File: config.mk
export PLATFORM = sky130hd
export DESIGN_NAME = botoes_autorepeat
export DESIGN_NICKNAME = d
export VERILOG_FILES = /design/src/rtl/botoes_pkg.sv /design/src/rtl/botoes_canal.sv /design/src/rtl/botoes_autorepeat.sv
export SDC_FILE = /design/constraint.sdc
export NUM_CORES = 1
export LEC_CHECK = 0
export ABC_AREA = 1
export CORE_AREA = 2 2 187 235
export CTS_CLUSTER_DIAMETER = 120
export DETAILED_ROUTE_END_ITERATION = 12
export DIE_AREA = 0 0 189 237
export PLACE_DENSITY_LB_ADDON = 0.1
export SYNTH_ARGS = -nofsm -noshare
export SYNTH_HDL_FRONTEND = slang
export SYNTH_SLANG_ARGS = --single-unit
File: constraint.sdc
create_clock -name clk_50 -period 2.2 [get_ports clk_50]
set_input_delay 0.44 -clock clk_50 [delete_from_list [all_inputs] [get_ports clk_50]]
set_output_delay 0.44 -clock clk_50 [all_outputs]
set_load 0.01 [all_outputs]
File: src/rtl/botoes_pkg.sv
// Shared state encoding and default 50 MHz timing for the push-button auto-repeat block.
package botoes_pkg;

    typedef enum logic [1:0] {
        IDLE   = 2'd0,
        DELAY  = 2'd1,
        REPEAT = 2'd2,
        HOLD   = 2'd3
    } state_t;

    localparam int DEF_DEBOUNCE_CYC = 500_000;     // 10 ms
    localparam int DEF_DELAY_CYC    = 25_000_000;  // 500 ms
    localparam int DEF_REPEAT_CYC   = 12_500_000;  // 250 ms

    function automatic int max_int(input int a, input int b);
        return (a > b) ? a : b;
    endfunction

endpackage

File: src/rtl/botoes_canal.sv
// One key channel: 2-flop synchroniser, debounce filter, and the press/auto-repeat FSM with its timer.
module botoes_canal
    import botoes_pkg::*;
#(
    parameter int DEBOUNCE_CYC = DEF_DEBOUNCE_CYC,
    parameter int DELAY_CYC    = DEF_DELAY_CYC,
    parameter int REPEAT_CYC   = DEF_REPEAT_CYC,
    parameter bit ACTIVE_LOW   = 1'b1
) (
    input  logic clk_50,
    input  logic reset,
    input  logic key,
    input  logic repeat_en,
    output logic pulse,
    output logic held
);

    localparam int   DW       = $clog2(DEBOUNCE_CYC + 1);
    localparam int   TW       = $clog2(max_int(DELAY_CYC, REPEAT_CYC) + 1);
    localparam logic RELEASED = ACTIVE_LOW;

    logic          sync_1, sync_2, s;
    logic [DW-1:0] dcnt;
    logic [TW-1:0] tcnt;
    logic          accept, rise, delay_hit, repeat_hit, pulse_d;
    state_t        state, next_state;

    always_ff @(posedge clk_50) begin
        // NOTE: non-blocking so each flop samples its pre-edge input; blocking would merge the two stages.
        if (reset) begin
            sync_1 <= RELEASED;
            sync_2 <= RELEASED;
        end else begin
            sync_1 <= key;
            sync_2 <= sync_1;
        end
    end

    assign s      = ACTIVE_LOW ? ~sync_2 : sync_2;
    assign accept = (s != held) && (dcnt == DW'(DEBOUNCE_CYC - 1));
    assign rise   = accept && s;

    always_ff @(posedge clk_50) begin
        if (reset) begin
            held <= 1'b0;
            dcnt <= '0;
        end else if (s == held) begin
            dcnt <= '0;
        end else if (accept) begin
            held <= s;
            dcnt <= '0;
        end else begin
            dcnt <= dcnt + DW'(1);
        end
    end

    assign delay_hit  = (state == DELAY)  && (tcnt == TW'(DELAY_CYC - 1));
    assign repeat_hit = (state == REPEAT) && (tcnt == TW'(REPEAT_CYC - 1));

    // The press pulse is registered alongside held, so both rise on the same edge.
    always_ff @(posedge clk_50) begin
        if (reset) begin
            state <= IDLE;
            pulse <= 1'b0;
        end else begin
            state <= next_state;
            pulse <= pulse_d;
        end
    end

    always_comb begin
        // NOTE: default first so every path assigns next_state; a missing branch would infer a latch.
        next_state = state;
        if (rise) begin
            next_state = DELAY;
        end else if (!held) begin
            next_state = IDLE;
        end else begin
            case (state)
                DELAY:   if (!repeat_en) next_state = HOLD; else if (delay_hit) next_state = REPEAT;
                REPEAT:  if (!repeat_en) next_state = HOLD;
                default: next_state = state;
            endcase
        end
    end

    always_comb begin
        pulse_d = rise || (held && repeat_en && (delay_hit || repeat_hit));
    end

    // Timer restarts on every state change and on each repeat; it idles at zero outside DELAY/REPEAT.
    always_ff @(posedge clk_50) begin
        if (reset) begin
            tcnt <= '0;
        end else if (next_state != state || repeat_hit) begin
            tcnt <= '0;
        end else if (state == DELAY || state == REPEAT) begin
            tcnt <= tcnt + TW'(1);
        end else begin
            tcnt <= '0;
        end
    end

endmodule

File: src/rtl/botoes_autorepeat.sv
// N independent debounced push-button channels producing one-cycle press and auto-repeat strobes.
module botoes_autorepeat
    import botoes_pkg::*;
#(
    parameter int N_KEYS       = 4,
    parameter int DEBOUNCE_CYC = DEF_DEBOUNCE_CYC,
    parameter int DELAY_CYC    = DEF_DELAY_CYC,
    parameter int REPEAT_CYC   = DEF_REPEAT_CYC,
    parameter bit ACTIVE_LOW   = 1'b1
) (
    input  logic              clk_50,
    input  logic              reset,
    input  logic [N_KEYS-1:0] key,
    input  logic              repeat_en,
    output logic [N_KEYS-1:0] pulse,
    output logic [N_KEYS-1:0] held
);

    for (genvar i = 0; i < N_KEYS; i++) begin : g_canal
        botoes_canal #(
            .DEBOUNCE_CYC (DEBOUNCE_CYC),
            .DELAY_CYC    (DELAY_CYC),
            .REPEAT_CYC   (REPEAT_CYC),
            .ACTIVE_LOW   (ACTIVE_LOW)
        ) u_canal (
            .clk_50    (clk_50),
            .reset     (reset),
            .key       (key[i]),
            .repeat_en (repeat_en),
            .pulse     (pulse[i]),
            .held      (held[i])
        );
    end

endmodule
# Word level (Yosys, flattened, before mapping)
# Cells that the tools add are included.
[classes]
bitwise_logic = 12
addsub = 8
n_eq_ne = 32
n_reduce_logical = 52
n_mux = 24
[op_table]
columns = ["operator", "count"]
rows = [
  ["25-bit by 1-bit adder with 25-bit output (second input constant)", 4],
  ["25-bit by 24-bit == test with 1-bit output (second input constant)", 4],
  ["25-bit == test (second input constant)", 4],
  ["19-bit by 1-bit adder with 19-bit output (second input constant)", 4],
  ["19-bit == test (second input constant)", 4],
  ["2-bit 2-to-1 mux", 20],
  ["1-bit logical AND", 24],
  ["3-bit OR reduction", 8],
  ["1-bit logical OR", 16],
  ["2-bit one-hot mux with 2 select lines", 4],
  ["1-bit NOT", 12],
  ["2-bit by 1-bit == test with 1-bit output (second input constant)", 4],
  ["2-bit == test (second input constant)", 4],
  ["2-bit != test", 4],
  ["2-bit AND reduction", 4],
  ["1-bit == test", 4],
  ["1-bit != test", 4],
]
[word_totals]
regBits = 200
word_cells = 156
output_inout_bits = 8
inputBits = 7

# Longest topological paths before layout
# Gate-level depths: netlist of run 1.
[depth]
word_depth = 10
mapped_depth = 16
depth_no_buf = 15

# Cells and area by module
# Synthesis of run 1 repeated with hierarchy kept, for this count alone.
[unflattened]
hier_cells = 1416
area_unflattened_um2 = 10827.9
[modules_own_cells]
columns = ["module", "cells_each", "area_each_um2", "n_inst", "seq_area_each_um2"]
rows = [
  ["botoes_canal (g_canal[0].u_canal ...)", 355, 2613.8, 2, 1001.0],
  ["botoes_canal (g_canal[3].u_canal)", 355, 2816.5, 1, 1001.0],
  ["botoes_canal (g_canal[1].u_canal)", 351, 2783.9, 1, 1001.0],
]

# Worst setup path after synthesis of run 1
# OpenSTA, ideal clock, no wires.
[synth_path]
path_type = "reg-to-reg"
start = "reg g_canal[3].u_canal.tcnt[0]"
end = "reg g_canal[3].u_canal.tcnt[12]"
period_less_slack_ns = 1.827
stages_incl_launch_ff = 16
arrival_ns = 1.706
n_path_buf = 1
required_time_ns = 2.079
setup_slack_ns = 0.373
setup_time_ns = 0.121
cell_sequence = "dfxtp_1 > ha_1 > nand3_2 > inv_2 > nand2_2 > nor2_2 > nand2_2 > nand2_1 > nand2_1 > nand2_1 > nand2_1 > nand2_1 > nand3_1 > nand3_4 > buf_12 > nor2_4"
[synth_between]
elab_chain_len = 10
word_cells_on_any_way = 13
cone_classes = "add/sub: 1; eq/ne: 3; mux: 5; reduce/logical: 4"
[synth_rtl]
columns = ["element", "line_no", "rtl"]
rows = [
  ["from (decl)", "botoes_canal.sv:24", "logic [TW-1:0] tcnt;"],
  ["from (signal assigned)", "botoes_canal.sv:98", "tcnt <= tcnt + TW'(1);"],
  ["25-bit == test", "botoes_canal.sv:57", "assign delay_hit = (state == DELAY) && (tcnt == TW'(DELAY_CYC - 1));"],
  ["1-bit logical AND", "botoes_canal.sv:57", ""],
  ["2-bit 2-to-1 mux (2 in a row)", "botoes_canal.sv:80", "DELAY: if (!repeat_en) next_state = HOLD; else if (delay_hit) next_state = REPEAT;"],
  ["2-bit one-hot mux with 2 select lines", "botoes_canal.sv:79", "case (state)"],
  ["2-bit 2-to-1 mux", "botoes_canal.sv:76", "end else if (!held) begin"],
  ["2-bit 2-to-1 mux", "botoes_canal.sv:74", "if (rise) begin"],
  ["2-bit != test", "botoes_canal.sv:95", "end else if (next_state != state || repeat_hit) begin"],
  ["1-bit logical OR", "botoes_canal.sv:95", ""],
  ["3-bit OR reduction (no source line)", "n/a", ""],
]
# Several ways; a longest one is shown, not always the timed one.
# A chain may end at the register's enable or synchronous reset.

# Worst setup path in the final report of run 1
[layout_path]
start = "reg g_canal[3].u_canal.state[0]"
end = "reg g_canal[3].u_canal.tcnt[3]"
[layout_between]
elab_chain_len = 10
word_cells_on_any_way = 15
cone_classes = "eq/ne: 3; mux: 6; bitwise: 1; reduce/logical: 5"
[layout_rtl]
columns = ["element", "line_no", "rtl"]
rows = [
  ["from (decl)", "botoes_canal.sv:26", "state_t state, next_state;"],
  ["from (signal assigned)", "botoes_canal.sv:66", "state <= next_state;"],
  ["2-bit by 1-bit == test with 1-bit output", "botoes_canal.sv:57, botoes_canal.sv:79, botoes_canal.sv:97", ""],
  ["1-bit logical AND", "botoes_canal.sv:57", ""],
  ["2-bit 2-to-1 mux (2 in a row)", "botoes_canal.sv:80", ""],
  ["2-bit one-hot mux with 2 select lines", "botoes_canal.sv:79", ""],
  ["2-bit 2-to-1 mux", "botoes_canal.sv:76", ""],
  ["2-bit 2-to-1 mux", "botoes_canal.sv:74", ""],
  ["2-bit != test", "botoes_canal.sv:95", ""],
  ["1-bit logical OR", "botoes_canal.sv:95", ""],
  ["3-bit OR reduction (no source line) *", "n/a", ""],
]
# Every way passes the cells marked *; elsewhere a longest branch is shown, timed or not.

==> results of run 1 <==
## synth_stat cells
cell type / count / area (um2)
or2_0: 1 / 6.260
xor2_1: 86 / 753.2
or2_1: 1 / 6.260
a31oi_1: 1 / 6.260
nand3_2: 5 / 50.05
dfxtp_1: 200 / 4004
o31ai_1: 1 / 7.510
buf_12: 4 / 80.08
a21boi_0: 1 / 7.510
inv_1: 173 / 649.4
nor3b_1: 8 / 60.06
nor4_1: 24 / 150.1
clkinv_1: 3 / 11.26
a211oi_1: 1 / 7.510
nand2_1: 212 / 795.8
buf_2: 3 / 15.01
o211ai_1: 6 / 45.04
ha_1: 17 / 212.7
nor4_2: 3 / 37.54
or2_2: 14 / 87.58
a21boi_2: 1 / 11.26
nand3_1: 65 / 325.3
nand2_2: 19 / 118.9
nand3b_1: 6 / 45.04
o21ai_0: 7 / 35.03
clkbuf_1: 6 / 22.52
nand4_1: 42 / 262.8
nor2_1: 159 / 596.8
nor2_2: 44 / 275.3
buf_4: 8 / 60.06
and2_4: 1 / 8.760
nor3_2: 10 / 100.1
a21oi_1: 46 / 230.2
inv_2: 23 / 86.33
nor3_4: 1 / 16.27
and3_1: 5 / 31.28
nand3_4: 4 / 70.07
nor3_1: 48 / 240.2
o21a_1: 1 / 7.510
xnor2_1: 36 / 315.3
buf_6: 5 / 56.30
nor2_4: 57 / 641.9
## cell families (layout without fill, tap and decap cells)
kind of cell               after synthesis  in the layout
AOI/OAI and AO/OA                       65             65
xor gates and xnor gates               122            122
adders and majority gates               17             17
buffers and inverters                  225            288
DFF                                    200            200
and+or+nand+nor                        729            729
## worst paths after layout
check	endpoint	depth (start not counted)
max	g_canal[3].u_canal.tcnt[3]	13
min	g_canal[1].u_canal.sync_2	1
max reg2reg	g_canal[3].u_canal.tcnt[3]	13
min reg2reg	g_canal[1].u_canal.sync_2	1
## layer usage
| layer | GRT usage (%) | vias up | wire (um) |
|---|---|---|---|
| li1 | - | 4377 | - |
| met3 | 1.912 | 26 | 404 |
| met4 | 5.185 | 0 | 612 |
| met2 | 19.16 | 46 | 11280 |
| met5 | 0 | - | 0 |
| met1 | 13.17 | 3772 | 10460 |
## cell type report
type | instances | area, um2
Fill cell | 4651 | 30350
Multi-Input combinational cell | 933 | 5632
Sequential cell | 200 | 4005
Inverter | 199 | 747.0
Tap cell | 565 | 706.9
Timing Repair Buffer | 57 | 575.6
Clock buffer | 22 | 464.2
Clock inverter | 10 | 165.2
## stage by stage
| stage | instance area [um2] | util [%] | instances |
|---|---|---|---|
| 6_report | 12300 | 28.83 | 1986 |
| 5_1_grt | 12300 | 28.83 | 1986 |
| 4_1_cts | 12220 | 28.65 | 1985 |
| 3_5_place_dp | 11590 | 27.18 | 1953 |
| 3_3_place_gp | 11590 | 27.18 | 1953 |
| 2_1_floorplan | 10550 | - | 1358 |
## power by group through the flow
stage | clock network, mW | registers (mW) | logic, mW
global placement | 0 | 3.72 | 0.0722
floorplan | 0 | 3.71 | 0.0338
finish | 3.44 | 3.63 | 0.0684
detailed placement | 0 | 3.72 | 0.0721
CTS | 3.62 | 3.63 | 0.0724
global route | 3.75 | 3.63 | 0.0773
## worst max-delay path, stage by stage (launching register included)
cell	delay, ns
dfxtp_1	0.40
ha_2	0.26
nand4_1	0.16
nor2_4	0.13
nand2_2	0.08
nand2_1	0.06
nand2_1	0.04
nand2_1	0.05
nand2_1	0.05
nand2_1	0.11
nand3_1	0.12
nand3_4	0.16
buf_12	0.17
nor2_1	0.05
## flip-flops by register name, summed over array words and instances (netlist names)
signal,count
g_canal.u_canal.sync_2,4
g_canal.u_canal.sync_1,4
g_canal.u_canal.tcnt,100
g_canal.u_canal.dcnt,76
g_canal.u_canal.held,4
g_canal.u_canal.pulse,4
g_canal.u_canal.state,8
## timing repair
item | in CTS | in global routing
setup endpoints to repair | 0 | 50
gates resized for setup | 0 | 18
setup buffers | 0 | 1
hold buffers | 0 | 0
==> flow_summary.ini, run 1 <==
[synthesis]
synth_cell_types = 42
yosysSeqAreaShare_pct = 37.95
synthMuxAreaShare_pct = 0
synth_top_family_by_area = simple AND/OR/NAND/NOR gates
synth-compound-area-share_pct = 3.392
synth_cells = 1358
yosys.area_share.simple_pct = 37.22
ys_ff_latch = 200
synth_xor_area_share_pct = 10.13
yosysWarnings = 0
synthAdderAreaFrac_pct = 2.016
syn-num-nets = 1382
synth_area_um2 = 10550
synth_area_per_cell_um2 = 7.769

[power_and_ir_drop]
cellPowerDensity_nw_per_um2 = 580.5
p_clk_share_pct = 48.2
power.internal_mw = 5.628
ir_worst_vdd_mv = 0.5169
p_leak_nw = 3.898
switching_share_pct = 21.16
total_power_mw = 7.138
power.share.sequential_pct = 50.9
combPwrFrac_pct = 1.0
p_switching_mw = 1.510

[placement]
dp_slack_ns = 0.01225
io_buffer_count = 14
gp_congestion = 0.7327
dpl.hpwl_um = 17410

[sta]
fmax_mhz = 505.0
finalWorstSetupSlack_ns = 0.2196
tns_ns = 0
rsz0062_at_grt = false
slew_headroom_pct = 67.71
whs_ns = 0.4075
tightest_slew_ns = 0.4799
fin_crit_ns = 1.980
skew_ns = 0.01325
hold_violations = 0
setup_violations = 0
timing.final.crit_share_pct = 90.02
drv_slew = 0

[drt]
routed_wl_um = 22750
avgViaCountPerCell = 4.139
first_pass_iters = 5
ant_nets = 0
num_vias = 8221
drt_iter0_drc = 307
drt-wirelength-per-cell_um = 11.46
drc_errors = 0

[global_route]
grt_pass1_wl_um = 40190
antenna_found_initial = 0
track_usage_pct = 11.04
grt_pass1_vias = 8331
grt-ovfl-total = 0
grt_start_max_net_pins = 29

[critical_path]
end_kind = register
critical_path_required_ns = 2.55
crit_path_start = g_canal[3].u_canal.state[0]
r2r_start = g_canal[3].u_canal.state[0]
critPathArrivalTime_ns = 2.33
r2r_slack_ns = 0.22
crit_type = reg2reg
critPathMaxFanout = 11
startpoint_type = register

[floorplanning]
die_height_um = 237
row_count = 85
fp.dieW_um = 189
core_um2 = 42650
pin_count = 15
initial_core_util_pct = 24.74
die-area_um2 = 44790

[final_layout]
final_common_cell = nand2_1
nets = 1432
layout_common_cells = nand2_1, dfxtp_1, inv_1
syn2layout_area_growth_pct = 16.54
antenna_cells = 0
drive_gt1_share_pct = 18.86

[clock_network]
cts_buffer_depth = 2
clk_pin_slew_worst_paths_ns = 0.07
cts_tree = yes
cts_buffers = 17
h-tree-depth = 4
cts.root.buffer_cell = clkbuf_16
insertion_delay_ns = 0.46
clock-sinks = 200

[outcome]
status = finished, final reports clean

[min_path]
hold_class = reg2reg
min_from = g_canal[1].u_canal.sync_1

[run]
max_cap_viol_count = 0
(Power assumes the default switching activity.)
==> inputs of run 2 (changes only) <==
MAX_ROUTING_LAYER = met4   (was unset)
==> flow_summary.ini, run 2 (synthesized netlist as in run 1, its figures left out) <==
[drt]
drt-wirelength-per-cell_um = 11.45
num_vias = 8218
first_pass_iters = 5
wl_met2_um = 11220
avgViaCountPerCell = 4.138
top_layer_used = met4
met3_length_um = 409
ant_nets = 0
drc_errors = 0
drt_iter0_drc = 311
wl_met1_um = 10490
routed_wl_um = 22730

[critical_path]
crit_type = reg2reg
r2r_start = g_canal[3].u_canal.state[0]
endpoint = g_canal[3].u_canal.tcnt[3]
critPathArrivalTime_ns = 2.33
reg2regPathDepth = 13
critPathMaxFanout = 11
critical_path.reg2reg.endpoint = g_canal[3].u_canal.tcnt[3]
crit_path_start = g_canal[3].u_canal.state[0]
critical_path_required_ns = 2.55
r2r_slack_ns = 0.22
startpoint_type = register
end_kind = register

[placement]
gp_congestion = 0.7416
dpl.hpwl_um = 17410
place_area_um2 = 11590
dp_slack_ns = 0.01225
io_buffer_count = 14

[power_and_ir_drop]
ir_worst_vdd_mv = 0.5171
p_leak_nw = 3.898
total_power_mw = 7.136
cellPowerDensity_nw_per_um2 = 580.4

[clock_network]
cts.root.buffer_cell = clkbuf_16
clk_pin_slew_worst_paths_ns = 0.07
cts_buffers = 17
cts_tree = yes
cts_buffer_depth = 2
h-tree-depth = 4
clock-sinks = 200
holdBufCountCts = 0
insertion_delay_ns = 0.46

[global_route]
track_usage_pct = 11.37
grt-ovfl-total = 0
antenna_found_initial = 0
grt_pass1_vias = 8331
grt_start_max_net_pins = 29
grt_pass1_wl_um = 40170

[final_layout]
multi_input_area_um2 = 5632
final_common_cell = nand2_1
antenna_cells = 0
stdcell_area_um2 = 12300
nFillCells = 4651
largest_register_ffs = 100
drive_gt1_share_pct = 18.86
syn2layout_area_growth_pct = 16.54
largest-register = g_canal.u_canal.tcnt
final-seq-area_um2 = 4005
layout_common_cells = nand2_1, dfxtp_1, inv_1
nets = 1432
top_regs = g_canal.u_canal.tcnt: 100 flops, g_canal.u_canal.dcnt: 76 flops, g_canal.u_canal.state: 8 flops

[sta]
timing.final.crit_share_pct = 90.05
finalWorstSetupSlack_ns = 0.2190
fin_crit_ns = 1.981
whs_ns = 0.4079
fmax_mhz = 504.8
slew_headroom_pct = 67.82
setup_violations = 0
drv_slew = 0
tightest_slew_ns = 0.4782
rsz0062_at_grt = false
skew_ns = 0.01325
hold_violations = 0

[floorplanning]
die_height_um = 237
initial_core_util_pct = 24.74
fp.dieW_um = 189
row_count = 85
pin_count = 15
die-area_um2 = 44790
core_um2 = 42650

[run]
max_cap_viol_count = 0

[min_path]
hold_class = reg2reg

[outcome]
status = finished, final reports clean
run 2: cell counts in the layout (fill, tap and decap cells not counted):
Identical to the previous run, type by type.
run 2: worst min-delay path by stage:
stage	depth (start not counted)	to	slack [ns]	startpoint
after floorplan	1	g_canal[0].u_canal.sync_2	0.39	g_canal[0].u_canal.sync_1
after global placement	1	g_canal[1].u_canal.sync_2	0.40	g_canal[1].u_canal.sync_1
after detailed placement	1	g_canal[1].u_canal.sync_2	0.40	g_canal[1].u_canal.sync_1
after CTS	1	g_canal[3].u_canal.sync_2	0.42	g_canal[3].u_canal.sync_1
after global routing	1	g_canal[3].u_canal.sync_2	0.42	g_canal[3].u_canal.sync_1
final	1	g_canal[1].u_canal.sync_2	0.41	g_canal[1].u_canal.sync_1
run 2: timing repair:
| action | CTS | global route |
|---|---|---|
| setup endpoints to repair | 0 | 50 |
| buffers inserted | 0 | 1 |
| resized for setup | 0 | 18 |
run 2: critical path, cell delays in order (launching register included):
cell and delay (ns):
dfxtp_1 0.40, ha_2 0.26, nand4_1 0.17, nor2_4 0.13
nand2_2 0.08, nand2_1 0.06, nand2_1 0.04, nand2_1 0.05
nand2_1 0.05, nand2_1 0.11, nand3_1 0.12, nand3_4 0.16
buf_12 0.17, nor2_1 0.05
run 2: cell type report:
cell class	count	share of cell area, %
well taps	565	5.749
clock buffers	22	3.775
flip-flops and latches	200	32.57
clock inverters	10	1.343
inverters	199	6.075
multi-input cells	933	45.80
repair buffers	57	4.681
run 2: metal layers:
layer,vias to the layer above,GRT usage (%)
li1,4377,-
met1,3769,13.20
met2,46,19.13
met3,26,1.912
met4,0,5.185
met5,-,-
run 2: through the flow:
stage,utilization [%],setup TNS [ns],instances
after floorplan,-,0,1358
after global placement,27.18,-0.08369,1953
after detailed placement,27.18,0,1953
after CTS,28.65,0,1985
after global routing,28.83,0,1986
final,28.83,0,1986
run 2: power breakdown:
part | switching (mW) | internal (mW) | total [mW]
Combinational | 0.0397 | 0.0288 | 0.0685
Clock | 1.46 | 1.97 | 3.44
Sequential | 0.00420 | 3.63 | 3.63
==> inputs of run 3 (changes only) <==
CTS_CLUSTER_SIZE = 10   (was unset)
SKIP_LAST_GASP = 1   (was unset)
==> flow_summary.ini, run 3 (synthesized netlist as in run 1, its figures left out) <==
[critical_path]
critical_path_required_ns = 2.55
crit_type = reg2reg
slowest_stage = dfxtp_1
critPathMaxFanout = 11
critPathArrivalTime_ns = 2.33
max_stage_delay_ns = 0.40
path_common_cell = nand2_1
startpoint_type = register
end_kind = register
path_buf_inv = 1
critPathTopFamily = simple AND/OR/NAND/NOR gates
path_cells = ha_2 > nand4_1 > nor2_4 > nand2_2 > nand2_1 > nand2_1 > nand2_1 > nand2_1 > nand2_1 > nand3_1 > nand3_4 > buf_12 > nor2_1

[power_and_ir_drop]
cellPowerDensity_nw_per_um2 = 580.5
ir_worst_vdd_mv = 0.5171
total_power_mw = 7.136
p_leak_nw = 3.898

[final_layout]
drive_gt1_share_pct = 18.79
syn2layout_area_growth_pct = 16.52
final_common_cell = nand2_1
nets = 1432
final_cells = 1986
layout_common_cells = nand2_1, dfxtp_1, inv_1
largest_register_ffs = 100
post-route-util_pct = 28.83
antenna_cells = 0
largest-register = g_canal.u_canal.tcnt
top_regs = g_canal.u_canal.tcnt: 100 flops, g_canal.u_canal.dcnt: 76 flops, g_canal.u_canal.state: 8 flops

[floorplanning]
die-area_um2 = 44790
core_um2 = 42650
initial_core_util_pct = 24.74
row_count = 85
die_height_um = 237
pin_count = 15
fp.dieW_um = 189

[placement]
dpl.hpwl_um = 17410
io_buffer_count = 14
dp_slack_ns = 0.01225
gp_congestion = 0.7416
placed_cells = 1953

[drt]
drt_iter0_drc = 311
drc_errors = 0
first_pass_iters = 5
avgViaCountPerCell = 4.138
num_vias = 8218
routed_wl_um = 22740
drt-wirelength-per-cell_um = 11.45
ant_nets = 0

[sta]
setup_violations = 0
rsz0062_at_grt = true
finalWorstSetupSlack_ns = 0.2190
fmax_mhz = 504.8
hold_violations = 0
slew_headroom_pct = 67.82
skew_ns = 0.01325
tightest_slew_ns = 0.4782
drv_slew = 0
timing.final.crit_share_pct = 90.05
fin_crit_ns = 1.981

[clock_network]
cts_tree = yes
h-tree-depth = 4
clk_pin_slew_worst_paths_ns = 0.07
clock-sinks = 200
insertion_delay_ns = 0.46
cts_buffers = 17
cts.root.buffer_cell = clkbuf_16
cts_buffer_depth = 2

[global_route]
grt_start_max_net_pins = 29
antenna_found_initial = 0
track_usage_pct = 11.37
grt_pass1_wl_um = 40170
grt-ovfl-total = 0
grt_pass1_vias = 8331

[run]
max_cap_viol_count = 0

[min_path]
hold_class = reg2reg

[outcome]
status = finished, final reports clean
[run 3: cell counts in the layout (fill, tap and decap cells not counted)]
No cell type changed its count.
[run 3: worst register-to-register path, stage by stage, from the launching register on]
cell	delay, ns
dfxtp_1	0.40
ha_2	0.26
nand4_1	0.17
nor2_4	0.13
nand2_2	0.08
nand2_1	0.06
nand2_1	0.04
nand2_1	0.05
nand2_1	0.05
nand2_1	0.11
nand3_1	0.12
nand3_4	0.16
buf_12	0.17
nor2_1	0.06
[run 3: area by class of cell]
type,count,area [um2]
Sequential cell,200,4005
Clock buffer,22,464.2
Inverter,199,747.0
Tap cell,565,706.9
Timing Repair Buffer,57,575.6
Clock inverter,10,165.2
Fill cell,4652,30350
Multi-Input combinational cell,933,5629
[run 3: final timing paths]
check / end / cells after the start / slack (ns) / startpoint
setup reg to reg: g_canal[3].u_canal.tcnt[3] / 13 / 0.22 / g_canal[3].u_canal.state[0]
setup / recovery: g_canal[3].u_canal.tcnt[3] / 13 / 0.22 / g_canal[3].u_canal.state[0]
hold / removal: g_canal[1].u_canal.sync_2 / 1 / 0.41 / g_canal[1].u_canal.sync_1
hold reg to reg: g_canal[1].u_canal.sync_2 / 1 / 0.41 / g_canal[1].u_canal.sync_1
[run 3: repair_timing]
item | in CTS | in global routing
resized for setup | 0 | 17
hold buffers | 0 | 0
buffers inserted | 0 | 1
endpoints found under the setup margin | 0 | 50
[run 3: metrics by stage]
stage / instance area [um2] / setup TNS (ns) / hold WS, ns
6_report: 12290 / 0 / 0.4079
3_5_place_dp: 11590 / 0 / 0.3978
2_1_floorplan: 10550 / 0 / 0.3895
3_3_place_gp: 11590 / -0.08369 / 0.3983
5_1_grt: 12290 / -0.06012 / 0.4200
4_1_cts: 12220 / 0 / 0.4159
[run 3: power breakdown]
| part | switching [mW] | internal [mW] |
|---|---|---|
| Sequential | 0.00420 | 3.63 |
| Combinational | 0.0397 | 0.0288 |
| Clock | 1.46 | 1.97 |
[run 3: layer usage]
metal  vias to the layer above  track usage (%)  share of wire, %
met2                        46            19.13                49
met5                         -                -                 0
li1                       4377                -                 -
met3                        26            1.912               1.8
met4                         0            5.185               2.7
met1                      3769            13.20                46
